**config.mk**
```make
export PLATFORM = sky130hd
export DESIGN_NAME = cache_fill_fsm_flat
export DESIGN_NICKNAME = d
export VERILOG_FILES = /design/src/rtl/cache_fill_fsm_pkg.sv /design/src/rtl/cache_fill_fsm_if.sv /design/src/rtl/cache_fill_fsm_fill_counter.sv /design/src/rtl/cache_fill_fsm.sv /design/src/flat_wrapper.sv
export SDC_FILE = /design/constraint.sdc
export NUM_CORES = 1
export LEC_CHECK = 0
export CORE_ASPECT_RATIO = 1.1
export CORE_MARGIN = 4
export CORE_UTILIZATION = 44
export CTS_BUF_LIST = sky130_fd_sc_hd__clkbuf_8
export DETAILED_ROUTE_END_ITERATION = 12
export PLACE_DENSITY = 0.86
export SLEW_MARGIN = 25
export SYNTH_ARGS = -nofsm -noshare
export SYNTH_HDL_FRONTEND = slang
export SYNTH_SLANG_ARGS = --single-unit
```
**constraint.sdc**
```tcl
create_clock -name clk -period 2.1 [get_ports clk]
set_clock_uncertainty 0.15 [all_clocks]
set_input_delay 0.42 -clock clk [delete_from_list [all_inputs] [get_ports clk]]
set_output_delay 0.42 -clock clk [all_outputs]
set_load 0.03 [all_outputs]
```
**src/rtl/cache_fill_fsm_pkg.sv**
```systemverilog
// ---------------------------------------------------------------------------
// cache_pkg
// Shared definitions for the cache block-fill responder:
//   - state_e      : fill FSM state encoding (IDLE / FILL)
//   - addr_t/cnt_t : 16-bit byte address and word-counter types
//   - block geometry constants (16-bit words, 8 words per 16-byte block)
//   - block_base() / word_addr() : block-aligned address helpers
// ---------------------------------------------------------------------------
package cache_pkg;

    typedef enum logic {
        IDLE = 1'b0,
        FILL = 1'b1
    } state_e;

    localparam int WORD_BYTES      = 2;
    localparam int WORDS_PER_BLOCK = 8;
    localparam int BLOCK_BYTES     = WORD_BYTES * WORDS_PER_BLOCK;
    localparam int OFFSET_BITS     = $clog2(BLOCK_BYTES);
    // Bits needed to name one word inside a block.
    localparam int IDX_BITS        = OFFSET_BITS - 1;
    // Word counters need one extra bit so they can hold the saturated value 8.
    localparam int CNT_BITS        = IDX_BITS + 1;

    typedef logic [15:0]         addr_t;
    typedef logic [CNT_BITS-1:0] cnt_t;

    // Clear the byte-offset bits of an address.
    function automatic addr_t block_base(input addr_t a);
        return {a[15:OFFSET_BITS], {OFFSET_BITS{1'b0}}};
    endfunction

    // Byte address of word idx in the block at base. base has a zero offset
    // field, so splicing the index in is identical to adding it: no carry can
    // reach the tag bits and the fill never wraps into the next block.
    function automatic addr_t word_addr(input addr_t base, input logic [IDX_BITS-1:0] idx);
        return {base[15:OFFSET_BITS], idx, 1'b0};
    endfunction

endpackage

```
**src/rtl/cache_fill_fsm_if.sv**
```systemverilog
// ---------------------------------------------------------------------------
// cache_fill_fsm_if
// Miss-handling bus between the cache/memory interface (master) and the fill
// responder (slave).
//   master -> slave : miss_detected, miss_address, memory_data_valid
//   slave -> master : fsm_busy, mem_req, memory_address,
//                     write_data_array, write_tag_array, fill_address
// ---------------------------------------------------------------------------
interface cache_fill_fsm_if;
    import cache_pkg::*;

    logic  miss_detected;
    addr_t miss_address;
    logic  memory_data_valid;
    logic  fsm_busy;
    logic  mem_req;
    addr_t memory_address;
    logic  write_data_array;
    logic  write_tag_array;
    addr_t fill_address;

    modport master (
        output miss_detected, miss_address, memory_data_valid,
        input  fsm_busy, mem_req, memory_address,
               write_data_array, write_tag_array, fill_address
    );

    modport slave (
        input  miss_detected, miss_address, memory_data_valid,
        output fsm_busy, mem_req, memory_address,
               write_data_array, write_tag_array, fill_address
    );

endinterface

```
**src/rtl/cache_fill_fsm_fill_counter.sv**
```systemverilog
// ---------------------------------------------------------------------------
// fill_counter
// Word counter for one side (issue or return) of a block fill.
//   clk, rst : clock, asynchronous active-high reset (count -> 0)
//   clr      : synchronous clear, has priority over inc
//   inc      : count up by one; the count saturates at WORDS_PER_BLOCK
//   cnt      : current count
// ---------------------------------------------------------------------------
module fill_counter
    import cache_pkg::*;
(
    input  logic clk,
    input  logic rst,
    input  logic clr,
    input  logic inc,
    output cnt_t cnt
);

    cnt_t cnt_q;
    cnt_t cnt_d;

    // NOTE: every always_comb output gets a default first so no path can
    // leave it unassigned and infer a latch.
    always_comb begin
        cnt_d = cnt_q;
        if (clr) begin
            cnt_d = '0;
        end else if (inc && (cnt_q < cnt_t'(WORDS_PER_BLOCK))) begin
            cnt_d = cnt_q + cnt_t'(1);
        end
    end

    // NOTE: registers use non-blocking assignments so every flop samples the
    // pre-edge values regardless of the order blocks are evaluated.
    always_ff @(posedge clk or posedge rst) begin
        if (rst) begin
            cnt_q <= '0;
        end else begin
            cnt_q <= cnt_d;
        end
    end

    assign cnt = cnt_q;

endmodule

```
**src/rtl/cache_fill_fsm.sv**
```systemverilog
// ---------------------------------------------------------------------------
// cache_fill_fsm
// Memory-side responder for cache misses. On a sampled miss it latches the
// block base, issues WORDS_PER_BLOCK sequential word reads to pipelined main
// memory, writes each returned word into the data array, writes the tag with
// the last word, and holds fsm_busy for the whole fill.
//   clk, rst : clock, asynchronous active-high reset
//   bus      : cache_fill_fsm_if.slave
//              in : miss_detected, miss_address, memory_data_valid
//              out: fsm_busy, mem_req, memory_address,
//                   write_data_array, write_tag_array, fill_address
// Requests and returns are tracked by independent counters, so a return may
// arrive in the same cycle as a later request. Completion is decided purely by
// counting valid strobes; memory latency is never timed here.
// ---------------------------------------------------------------------------
module cache_fill_fsm
    import cache_pkg::*;
(
    input  logic            clk,
    input  logic            rst,
    cache_fill_fsm_if.slave bus
);

    state_e state_q, state_d;
    addr_t  base_q, base_d;
    cnt_t   req_cnt, rcv_cnt;

    logic   start;
    logic   req_open;
    logic   rcv_inc;

    logic   fsm_busy;
    logic   mem_req;
    addr_t  memory_address;
    logic   write_data_array;
    logic   write_tag_array;
    addr_t  fill_address;

    // Only an IDLE-state miss starts a fill; misses during FILL are ignored.
    assign start    = (state_q == IDLE) && bus.miss_detected;
    assign req_open = (state_q == FILL) && (req_cnt < cnt_t'(WORDS_PER_BLOCK));
    // Returns seen in IDLE (e.g. stragglers from a fill cut short by reset)
    // are dropped here.
    assign rcv_inc  = (state_q == FILL) && bus.memory_data_valid;

    fill_counter u_req_cnt (
        .clk (clk),
        .rst (rst),
        .clr (start),
        .inc (req_open),
        .cnt (req_cnt)
    );

    fill_counter u_rcv_cnt (
        .clk (clk),
        .rst (rst),
        .clr (start),
        .inc (rcv_inc),
        .cnt (rcv_cnt)
    );

    always_comb begin
        state_d          = state_q;
        base_d           = base_q;
        fsm_busy         = 1'b0;
        mem_req          = 1'b0;
        memory_address   = '0;
        write_data_array = 1'b0;
        write_tag_array  = 1'b0;
        fill_address     = '0;

        case (state_q)
            IDLE: begin
                if (bus.miss_detected) begin
                    base_d  = block_base(bus.miss_address);
                    state_d = FILL;
                end
            end
            FILL: begin
                fsm_busy         = 1'b1;
                mem_req          = req_open;
                if (req_open) begin
                    memory_address = word_addr(base_q, req_cnt[IDX_BITS-1:0]);
                end
                write_data_array = bus.memory_data_valid;
                fill_address     = word_addr(base_q, rcv_cnt[IDX_BITS-1:0]);
                // The final word carries the tag write and ends the fill.
                if (bus.memory_data_valid && (rcv_cnt == cnt_t'(WORDS_PER_BLOCK - 1))) begin
                    write_tag_array = 1'b1;
                    state_d         = IDLE;
                end
            end
            default: state_d = IDLE;
        endcase
    end

    always_ff @(posedge clk or posedge rst) begin
        if (rst) begin
            state_q <= IDLE;
            base_q  <= '0;
        end else begin
            state_q <= state_d;
            base_q  <= base_d;
        end
    end

    assign bus.fsm_busy         = fsm_busy;
    assign bus.mem_req          = mem_req;
    assign bus.memory_address   = memory_address;
    assign bus.write_data_array = write_data_array;
    assign bus.write_tag_array  = write_tag_array;
    assign bus.fill_address     = fill_address;

    // Memory must never return more words than one block holds.
    a_rcv_no_overflow: assert property (
        @(posedge clk) disable iff (rst)
        ((state_q == FILL) && bus.memory_data_valid) |-> (rcv_cnt < cnt_t'(WORDS_PER_BLOCK))
    );

endmodule
```
**src/flat_wrapper.sv**
```systemverilog
// flat-port wrapper written by rule: the top's interface ports become plain ports
module cache_fill_fsm_flat import cache_pkg::*;
  (clk, rst, bus_miss_detected, bus_miss_address, bus_memory_data_valid, bus_fsm_busy, bus_mem_req, bus_memory_address, bus_write_data_array, bus_write_tag_array, bus_fill_address);
  cache_fill_fsm_if bus_i ();
  input  logic clk;
  input  logic rst;
  input wire logic [$bits(bus_i.miss_detected)-1:0] bus_miss_detected;
  input wire logic [$bits(bus_i.miss_address)-1:0] bus_miss_address;
  input wire logic [$bits(bus_i.memory_data_valid)-1:0] bus_memory_data_valid;
  output wire logic [$bits(bus_i.fsm_busy)-1:0] bus_fsm_busy;
  output wire logic [$bits(bus_i.mem_req)-1:0] bus_mem_req;
  output wire logic [$bits(bus_i.memory_address)-1:0] bus_memory_address;
  output wire logic [$bits(bus_i.write_data_array)-1:0] bus_write_data_array;
  output wire logic [$bits(bus_i.write_tag_array)-1:0] bus_write_tag_array;
  output wire logic [$bits(bus_i.fill_address)-1:0] bus_fill_address;
  assign bus_i.miss_detected = bus_miss_detected;
  assign bus_i.miss_address = bus_miss_address;
  assign bus_i.memory_data_valid = bus_memory_data_valid;
  assign bus_fsm_busy = bus_i.fsm_busy;
  assign bus_mem_req = bus_i.mem_req;
  assign bus_memory_address = bus_i.memory_address;
  assign bus_write_data_array = bus_i.write_data_array;
  assign bus_write_tag_array = bus_i.write_tag_array;
  assign bus_fill_address = bus_i.fill_address;
  cache_fill_fsm u_core (.clk(clk), .rst(rst), .bus(bus_i));
endmodule
```
==> results.json <==
{
  "period_minus_slack_ps": 1930,
  "cell_seen_most_often_among_critical_path_stages": "sky130_fd_sc_hd__buf_4",
  "clock-sinks": 21,
  "maxSlewViolCount": 0,
  "crit_path_top_delay_cell": "sky130_fd_sc_hd__dfrtp_1",
  "globalRouteTotalUtil_pct": 18.0,
  "crit_family": "flip-flops",
  "worstRegToRegCells": 5,
  "vdd.ir_drop.worst_uv": 851,
  "power-per-cell-area_nw_per_um2": 1450,
  "worst_r2r_src": "u_core.state_q",
  "route.final.wire_length_mm": 2.90,
  "post-route-drc-count": 0,
  "synth_seq_cells": 21,
  "path_type_of_the_worst_min_delay_path": "primary input to async pin",
  "maxCapViolations": 0,
  "synth_cell_type_count": 21,
  "die_w_um": 55.5,
  "post_drt_wl_per_cell_um": 13.7,
  "crit_arrival_ps": 1360,
  "n_fill_cell": 196,
  "maximum_number_of_buffers_from_clock_root_to_sink": 2,
  "grt_pass1_vias": 1057,
  "worst-path-buf-inv": 2,
  "worstPathCellList": "buf_4, and2_1, and4b_1, buf_4",
  "power.share.clock_pct": 11.2,
  "ys_seq_area_share_pct": 48.1,
  "status": "completed",
  "cell_leakage_power_nw": 0.831,
  "dp_hpwl_mm": 2.22,
  "rows": 18,
  "route.vias.total": 1026,
  "total_count_of_hold_check_failures_in_the_final_report": 0,
  "post-place-ws_ps": 204,
  "gp_routability_congestion": 0.768,
  "detailedRoute.firstPassIterationCount": 6,
  "starting_density_pct": 47.5,
  "io_buffer_count": 49,
  "cts_tree": "built",
  "comb_power_share_pct": 56.5,
  "path_class": "flip-flop to primary output",
  "power.switching_w": 0.00106,
  "grt_pass1_wl_mm": 4.69,
  "p_int_w": 0.00126,
  "worst_ep_required_time_ps": 1530,
  "final_antenna_net_count": 0,
  "r2r_setup_slack_ps": 630,
  "clock_insertion_delay_worst_skew_ps": 260,
  "cts_made_buffers": 3,
  "crit_path_end_kind": "primary output",
  "max_freq_mhz": 517,
  "rsz0062_at_grt": "no",
  "number_of_setup_buffers_added_after_cts": 0,
  "synthToLayoutAreaGrowth_pct": 46.0,
  "setup_total_negative_slack_ps": 0,
  "grt_start_max_net_pins": 22,
  "p_seq_share_pct": 32.3,
  "min_period_over_period_pct": 92.1,
  "layout.cell_area.non_filler_um2": 1600,
  "critPathMaxFanout": 11,
  "clk_pin_slew_ps": 80,
  "core-area_um2": 2300,
  "synth_cells": 128,
  "cts.repair.resized": 0,
  "io_pins": 56,
  "synthesis.yosys.warnings": 0,
  "post_synthesis_instance_area_um2": 1090,
  "drt-initial-drc-count": 16,
  "viasPerCell": 4.86,
  "cts_root_buf": "sky130_fd_sc_hd__clkbuf_8",
  "post_dp_cell_area_um2": 1550,
  "antenna_violations_before_repair": 0,
  "num_antenna_cells": 0,
  "final-setup-viol-count": 0,
  "cts_max_level": 1,
  "timing.critical_path.slowest_cell_delay_ps": 410,
  "avg_cell_area_syn_um2": 8.53,
  "swShare_pct": 45.7,
  "fraction_of_final_layout_cells_sized_beyond_drive_strength_1_pct": 24.3,
  "holdBufCountCts": 0,
  "critPathLaunchType": "flip-flop",
  "regToRegEndpoint": "u_core.base_q[9]",
  "nets": 204,
  "fp.dieArea_um2": 3340,
  "die_h_um": 60.3,
  "timing.final.ws_setup_ps": 166,
  "grt_overflow": 0
}
==> sequential cells by signal, indices dropped and copies added (netlist names) <==
signal	flops
u_core.base_q	12
u_core.state_q	1
u_core.u_rcv_cnt.cnt	4
u_core.u_req_cnt.cnt	4
==> synthesized netlist by cell type <==
master | number | area [um2]
sky130_fd_sc_hd__xnor2_1 | 1 | 8.76
sky130_fd_sc_hd__mux2i_1 | 1 | 10.0
sky130_fd_sc_hd__inv_1 | 2 | 7.51
sky130_fd_sc_hd__clkbuf_2 | 1 | 5.00
sky130_fd_sc_hd__buf_2 | 4 | 20.0
sky130_fd_sc_hd__nand2_1 | 40 | 150
sky130_fd_sc_hd__nor2b_1 | 2 | 12.5
sky130_fd_sc_hd__nand4b_1 | 1 | 8.76
sky130_fd_sc_hd__ha_1 | 2 | 25.0
sky130_fd_sc_hd__o21ai_0 | 4 | 20.0
sky130_fd_sc_hd__and2_1 | 31 | 194
sky130_fd_sc_hd__buf_4 | 3 | 22.5
sky130_fd_sc_hd__nand2b_1 | 1 | 6.26
sky130_fd_sc_hd__clkbuf_1 | 1 | 3.75
sky130_fd_sc_hd__nand3_1 | 3 | 15.0
sky130_fd_sc_hd__nand3b_1 | 1 | 7.51
sky130_fd_sc_hd__nor2_1 | 5 | 18.8
sky130_fd_sc_hd__conb_1 | 1 | 3.75
sky130_fd_sc_hd__and4b_1 | 1 | 10.0
sky130_fd_sc_hd__a41oi_1 | 2 | 17.5
sky130_fd_sc_hd__dfrtp_1 | 21 | 526
==> kinds of logic after synthesis <==
| group | Yosys count | synth area share (%) |
|---|---|---|
| xor gates and xnor gates | 1 | 0.802 |
| muxes | 1 | 0.916 |
| AOI/OAI and AO/OA | 6 | 3.44 |
| and+or+nand+nor | 85 | 38.7 |
| buffers and inverters | 11 | 5.38 |
| DFF | 21 | 48.1 |
| other | 1 | 0.343 |
| adders and majority gates | 2 | 2.29 |
==> layout make-up <==
type	instances	area (um2)	share of cell area (%)
sequential	21	526	32.9
multi-input combinational	97	512	32.1
timing repair buffer	57	468	29.3
clock inverter	1	3.75	0.235
clock buffer	3	41.3	2.59
tap	30	37.5	2.35
inverter	2	7.51	0.471
==> through the flow <==
stage / power, W / util, % / cells / hold WS [ps]
after floorplan: 0.00156 / - / 129 / 247
after global placement: 0.00201 / 67.5 / 207 / 315
after detailed placement: 0.00207 / 67.5 / 207 / 323
after CTS: 0.00233 / 69.4 / 211 / 342
after global routing: 0.00248 / 69.4 / 211 / 372
final: 0.00231 / 69.4 / 211 / 337
==> how the worst max path moves through the flow <==
stage	from	endpoint	slack [ps]	cells past startpoint
after global placement	bus_memory_data_valid	bus_write_tag_array	220	3
after global routing	u_core.state_q	bus_memory_address[11]	80	4
after floorplan	u_core.state_q	bus_write_tag_array	180	2
final	u_core.state_q	bus_write_tag_array	170	4
after CTS	u_core.state_q	bus_write_tag_array	170	4
after detailed placement	bus_memory_data_valid	bus_write_tag_array	200	3
==> power by group through the flow <==
stage                     clock (W)  combinational, W  sequential [W]
after floorplan                   0          0.000850        0.000707
after global placement            0           0.00127        0.000732
after detailed placement          0           0.00132        0.000749
after CTS                  0.000260           0.00133        0.000744
after global routing       0.000284           0.00142        0.000776
final                      0.000259           0.00131        0.000746
==> cell usage in the layout, fill, tap and decap left out, drive strengths merged <==
cell / n
a41oi: 2
and2: 31
and4b: 1
buf: 41
clkbuf: 3
clkdlybuf4s50: 16
conb: 2
dfrtp: 21
ha: 2
inv: 3
mux2i: 1
nand2: 40
nand2b: 1
nand3: 3
nand3b: 1
nand4b: 1
nor2: 5
nor2b: 2
o21ai: 4
xnor2: 1
==> worst register-to-register path: cells and delay by family (launching register included) <==
| kind | cells | cell delay (ps) |
|---|---|---|
| buffers and inverters | 2 | 420 |
| flip-flops | 1 | 410 |
| AND/OR/NAND/NOR | 3 | 390 |
==> layer usage <==
metal  track usage (%)  up-vias  wire [um]
li1                  -      501          -
met1              18.8      480       1050
met2              34.1       38       1610
met3              3.46        7        153
met4              10.1        0         74
met5                 0        -          0
No activity file was read; power rests on OpenSTA's default activity.
==> RTL change 1, RTL diff (same flow settings) <==
The package constant `WORD_BYTES` goes from 2 to 1.
--- a/src/rtl/cache_fill_fsm_pkg.sv
+++ b/src/rtl/cache_fill_fsm_pkg.sv
@@ -13,7 +13,7 @@
         FILL = 1'b1
     } state_e;
 
-    localparam int WORD_BYTES      = 2;
+    localparam int WORD_BYTES      = 1;
     localparam int WORDS_PER_BLOCK = 8;
     localparam int BLOCK_BYTES     = WORD_BYTES * WORDS_PER_BLOCK;
     localparam int OFFSET_BITS     = $clog2(BLOCK_BYTES);
Check against the original RTL: not equivalent (Yosys sat finds a counterexample within 4 cycles, from zero or initial values and one cycle with rst high).
==> RTL change 1 against the unedited design <==
- sequential share of layout area decreased by 1.6 points
- synthesized cell count shrank 47%
- area after synthesis down 23%
- largest cell class is now multi-input combinational cells
- sequential cell count fell by 7
- final area shrank 30%
- wire length down 44%
- highest routed layer unchanged
- critical endpoint is now bus_fsm_busy
- worst setup slack worse by 0.068 ns
Power is not compared: it rests on default switching activity, and its combinational part moved more than twofold at a synthesized area within 25%.
==> RTL change 1: results (changes against the unedited design) <==
stage,metric,value,unit,change
setup_path,"Max FO, Critical Path",16,,+5
cells_and_area,top flop regs,"u_core.base_q: 13 flops, u_core.state_q: 1 flops",,
cells_and_area,share of post-route cells with drive strength above 1,27.18,%,+2.9 points
route,routed length on met2,854,um,-47%
setup_path,slowest cell on the critical path,clkdlybuf4s50_1,,
route,met3 WL,184,um,+20%
timing,Max-slew headroom,64.63,%,
placed_design,PortBufs,31,,-37%
route,TritonRoute pass-1 iters,1,,-5
outcome,status,completed,,
route,Metal-1 WL,574,um,-46%
cells_and_area,ant diodes,0,,unchanged
logic_synthesis,"Seq/Total Area, Yosys",41.92,%,-6.2 points
cts,Num CTS Buffers,3,,unchanged
logic_synthesis,predominant post-synthesis flop cell,dfrtp_1,,
global_routing,first-pass GRT wire length,2.587,mm,-45%
cts,Clock Path Buffers,2,,unchanged
logic_synthesis,"top cells by count, synth","21 x buf_4, 14 x dfrtp_1, 10 x and2_1, 10 x mux2_4, 4 x and2_2",,
route,top sig layer,met4,,
route,vias per cell,4.289,,-12%
power_and_ir_drop,leakage power total,0.5622,nW,
logic_synthesis,Ys Warns,0,,unchanged
cts,htree depth,1,,unchanged
setup_path,arrival time at the worst endpoint,1.43,ns,+0.07 ns
route,drt total wl,1.627,mm,-44%
placed_design,area post-placement,1082,sq um,-30%
global_routing,pin count of the biggest net entering global routing,17,,-23%
setup_path,CP top delay family,buffers and inverters,,
setup_path,Crit path largest cell delay,0.71,ns,+0.30 ns
cts,clock slew at reported path FFs,0.05,ns,-0.03 ns
cts,postcts setup bufs,0,,unchanged
cells_and_area,nets@finish,124,,-39%
global_routing,total track usage,13.32,%,-4.7 points
cts,Worst-Skew Late Latency,0.24,ns,-0.02 ns
logic_synthesis,Post-synth ARST share,100.0,%,unchanged
power_and_ir_drop,VDD IR max,0.4266,mV,
global_routing,vias in the first global route,560,,-47%
logic_synthesis,Synth cell types,12,,-43%
global_routing,initial antenna violation count,0,,unchanged
route,DRT iter0 DRCs,0,,-16
placed_design,RePlAce Congestion,0.6059,,-21%
worst_hold_path,Worst Hold Class,reg2reg,,
placed_design,post-DP HPWL,1.303,mm,-41%
cts,root buf cell,clkbuf_8,,
logic_synthesis,Synth area leaders,"dfrtp_1 42%, buf_4 19%, mux2_4 18%",,
## RTL change 1: metal layers
layer,vias up,GRT usage (%)
met1,242,13.82
met5,-,0
met4,0,4.147
met2,34,25.33
li1,241,-
met3,2,4.709
## RTL change 1: final cells by class
cell class | count | area, sq um
fillers | 151 | 679.4
multi-input cells | 50 | 375.4
flip-flops and latches | 14 | 351.6
inverters | 1 | 3.754
well taps | 18 | 22.52
clock buffers | 4 | 55.05
repair buffers | 34 | 314.1
## RTL change 1: stage by stage
stage                     instances  setup WS (ns)
final                           121        0.09803
after global placement          117         0.1001
after global routing            121        0.03432
after detailed placement        117        0.06225
after CTS                       121        0.07011
after floorplan                  88         0.3828
## RTL change 1: final timing paths
kind / startpoint / end / depth (start not counted) / slack (ns)
hold / removal: u_core.base_q[10] / u_core.base_q[10] / 1 / 0.35
min in group asynchronous: rst / u_core.base_q[5] / 2 / 0.38
setup reg to reg: u_core.state_q / u_core.base_q[11] / 4 / 0.48
hold reg to reg: u_core.base_q[10] / u_core.base_q[10] / 1 / 0.35
max in group asynchronous: rst / u_core.state_q / 2 / 1.03
setup / recovery: u_core.state_q / bus_fsm_busy / 1 / 0.1
## RTL change 1: where the power goes
group	internal, W	total, W	switching, W
sequential	0.000299	0.000313	0.0000142
clock	0.000166	0.000256	0.0000903
combinational	0.000104	0.000253	0.000149
## RTL change 1: logic make-up after synthesis
kind of cell | synth area share (%)
buffers and inverters | 22.15
AND/OR/NAND/NOR | 13.47
flip-flops | 41.92
multiplexers | 22.01
other | 0.4487
## RTL change 1: repair_timing
action                     CTS  global route
resized for setup           14             0
hold buffers                 0             0
setup endpoints to repair   14             0
==> RTL change 2, RTL diff (same settings) <==
Made on the original files. Reset style: synchronous (`rst`), changed in 2 clocked blocks. Comments in the files are not updated.
--- a/src/rtl/cache_fill_fsm_fill_counter.sv
+++ b/src/rtl/cache_fill_fsm_fill_counter.sv
@@ -32,7 +32,7 @@
 
     // NOTE: registers use non-blocking assignments so every flop samples the
     // pre-edge values regardless of the order blocks are evaluated.
-    always_ff @(posedge clk or posedge rst) begin
+    always_ff @(posedge clk) begin
         if (rst) begin
             cnt_q <= '0;
         end else begin
--- a/src/rtl/cache_fill_fsm.sv
+++ b/src/rtl/cache_fill_fsm.sv
@@ -94,7 +94,7 @@
         endcase
     end
 
-    always_ff @(posedge clk or posedge rst) begin
+    always_ff @(posedge clk) begin
         if (rst) begin
             state_q <= IDLE;
             base_q  <= '0;
Function: differs if rst is asserted again (counterexample within 4 cycles, from zero or initial values and one cycle with rst high); with rst held inactive, the same outputs for 10 cycles.
==> RTL change 2 against the unedited design <==
- area after synthesis fell by 4.9%
- global-route usage fell by 1.5 points
- final area fell by 6.4%
- maximum frequency fell by 0.98%
- worst setup slack got worse by 0.019 ns
- sequential cell count did not move
- count of clock-buffer cells in the layout did not move
- wire length fell by 7.5%
- worst hold slack got worse by 0.021 ns
Power is not compared: it rests on default switching activity, and its combinational part moved more than twofold at a synthesized area within 25%.
==> RTL change 2: results (changes against the unedited design) <==
stage,metric,value,unit,change
outcome,status,completed,,
global_routing,pin count of the biggest net entering global routing,19,,-14%
route,DR WL/cell,13.01,um,-5.2%
global_routing,met1 usage,17.19,%,-1.6 points
global_routing,met3 usage,1.013,%,-2.4 points
setup_path,CP top delay family,buffers and inverters,,
power_and_ir_drop,Comb pwr share,20.2,%,
setup_path,Crit path largest cell delay,0.50,ns,+0.09 ns
placed_design,post-DP HPWL,2.093,mm,-5.6%
logic_synthesis,post-synthesis adder-cell area fraction,2.410,%,+0.12 points
route,met3 WL,142,um,-7.2%
placed_design,RePlAce Congestion,0.7663,,-0.17%
logic_synthesis,complex-gate fraction of the synthesized area,7.470,%,+4.0 points
setup_path,"Max FO, Critical Path",3,,-8
global_routing,total track usage,16.47,%,-1.5 points
route,vias per cell,4.748,,-2.4%
global_routing,first-pass GRT wire length,3.933,mm,-16%
route,routed length on met2,1.503,mm,-6.9%
cells_and_area,max reg flops,12,,unchanged
cts,Clock Path Buffers,2,,unchanged
cells_and_area,# fillers,197,,+0.51%
logic_synthesis,Synth area leaders,"dfxtp_1 40%, and2_1 19%, nand2_1 9.0%",,
global_routing,met2 usage,31.45,%,-2.7 points
cells_and_area,nets@finish,199,,-2.5%
setup_path,arrival time at the worst endpoint,1.38,ns,+0.02 ns
route,DRT iter0 DRCs,39,,+23
logic_synthesis,Post-Synth XOR/XNOR Area,3.373,%,+2.6 points
cells_and_area,share of post-route cells with drive strength above 1,24.43,%,+0.12 points
power_and_ir_drop,Sw Pwr,0.0002332,W,
cts,post-cts sizing count,2,,+2
logic_synthesis,predominant post-synthesis flop cell,dfxtp_1,,
global_routing,vias in the first global route,912,,-14%
route,top sig layer,met4,,
logic_synthesis,mux cell area share after synthesis,1.928,%,+1.0 points
logic_synthesis,Post-synth ARST share,0,%,-100 points
setup_path,slowest cell on the critical path,clkdlybuf4s50_1,,
logic_synthesis,"Seq/Total Area, Yosys",40.48,%,-7.6 points
worst_hold_path,Worst Hold Class,reg2reg,,
route,Metal-1 WL,945,um,-10%
logic_synthesis,"top cells by count, synth","31 x and2_1, 25 x nand2_1, 21 x dfxtp_1",,
==> RTL change 2: cell count changes after synthesis, sizes merged, moves of 4 or more <==
cell	change
a21oi	+12
nor2	+5
dfxtp	+21
o21ai	-4
nand2	-15
dfrtp	-21
==> RTL change 2: cell type report <==
type / instances / area (sq um) / area share (%)
clock buffers: 3 / 41.29 / 2.766
clock inverters: 1 / 3.754 / 0.2515
multi-input cells: 98 / 551.8 / 36.97
flip-flops and latches: 21 / 421.7 / 28.25
well taps: 30 / 37.54 / 2.515
repair buffers: 53 / 436.7 / 29.25
==> RTL change 2: per-stage QoR <==
| stage | instances | area, sq um | setup WS (ns) | power (W) |
|---|---|---|---|---|
| 2_1_floorplan | 129 | 1042 | 0.2339 | 0.0005453 |
| 3_3_place_gp | 202 | 1445 | 0.1567 | 0.0006051 |
| 3_5_place_dp | 202 | 1445 | 0.1197 | 0.0006123 |
| 4_1_cts | 206 | 1490 | 0.005395 | 0.0008616 |
| 5_1_grt | 206 | 1493 | 0.09009 | 0.0008904 |
| 6_report | 206 | 1493 | 0.1468 | 0.0008550 |
==> RTL change 2: worst paths after layout <==
path	endpoint	start	slack, ns	cells past startpoint
max	bus_write_tag_array	bus_memory_data_valid	0.15	4
min	u_core.base_q[11]	u_core.base_q[11]	0.32	2
max reg2reg	u_core.base_q[15]	u_core.state_q	0.60	4
min reg2reg	u_core.base_q[11]	u_core.base_q[11]	0.32	2
==> RTL change 2: tightest hold or removal path, stage by stage, from the launching register on <==
cell and delay [ns]:
dfxtp_1 0.31, nand2_1 0.05, a21oi_1 0.05
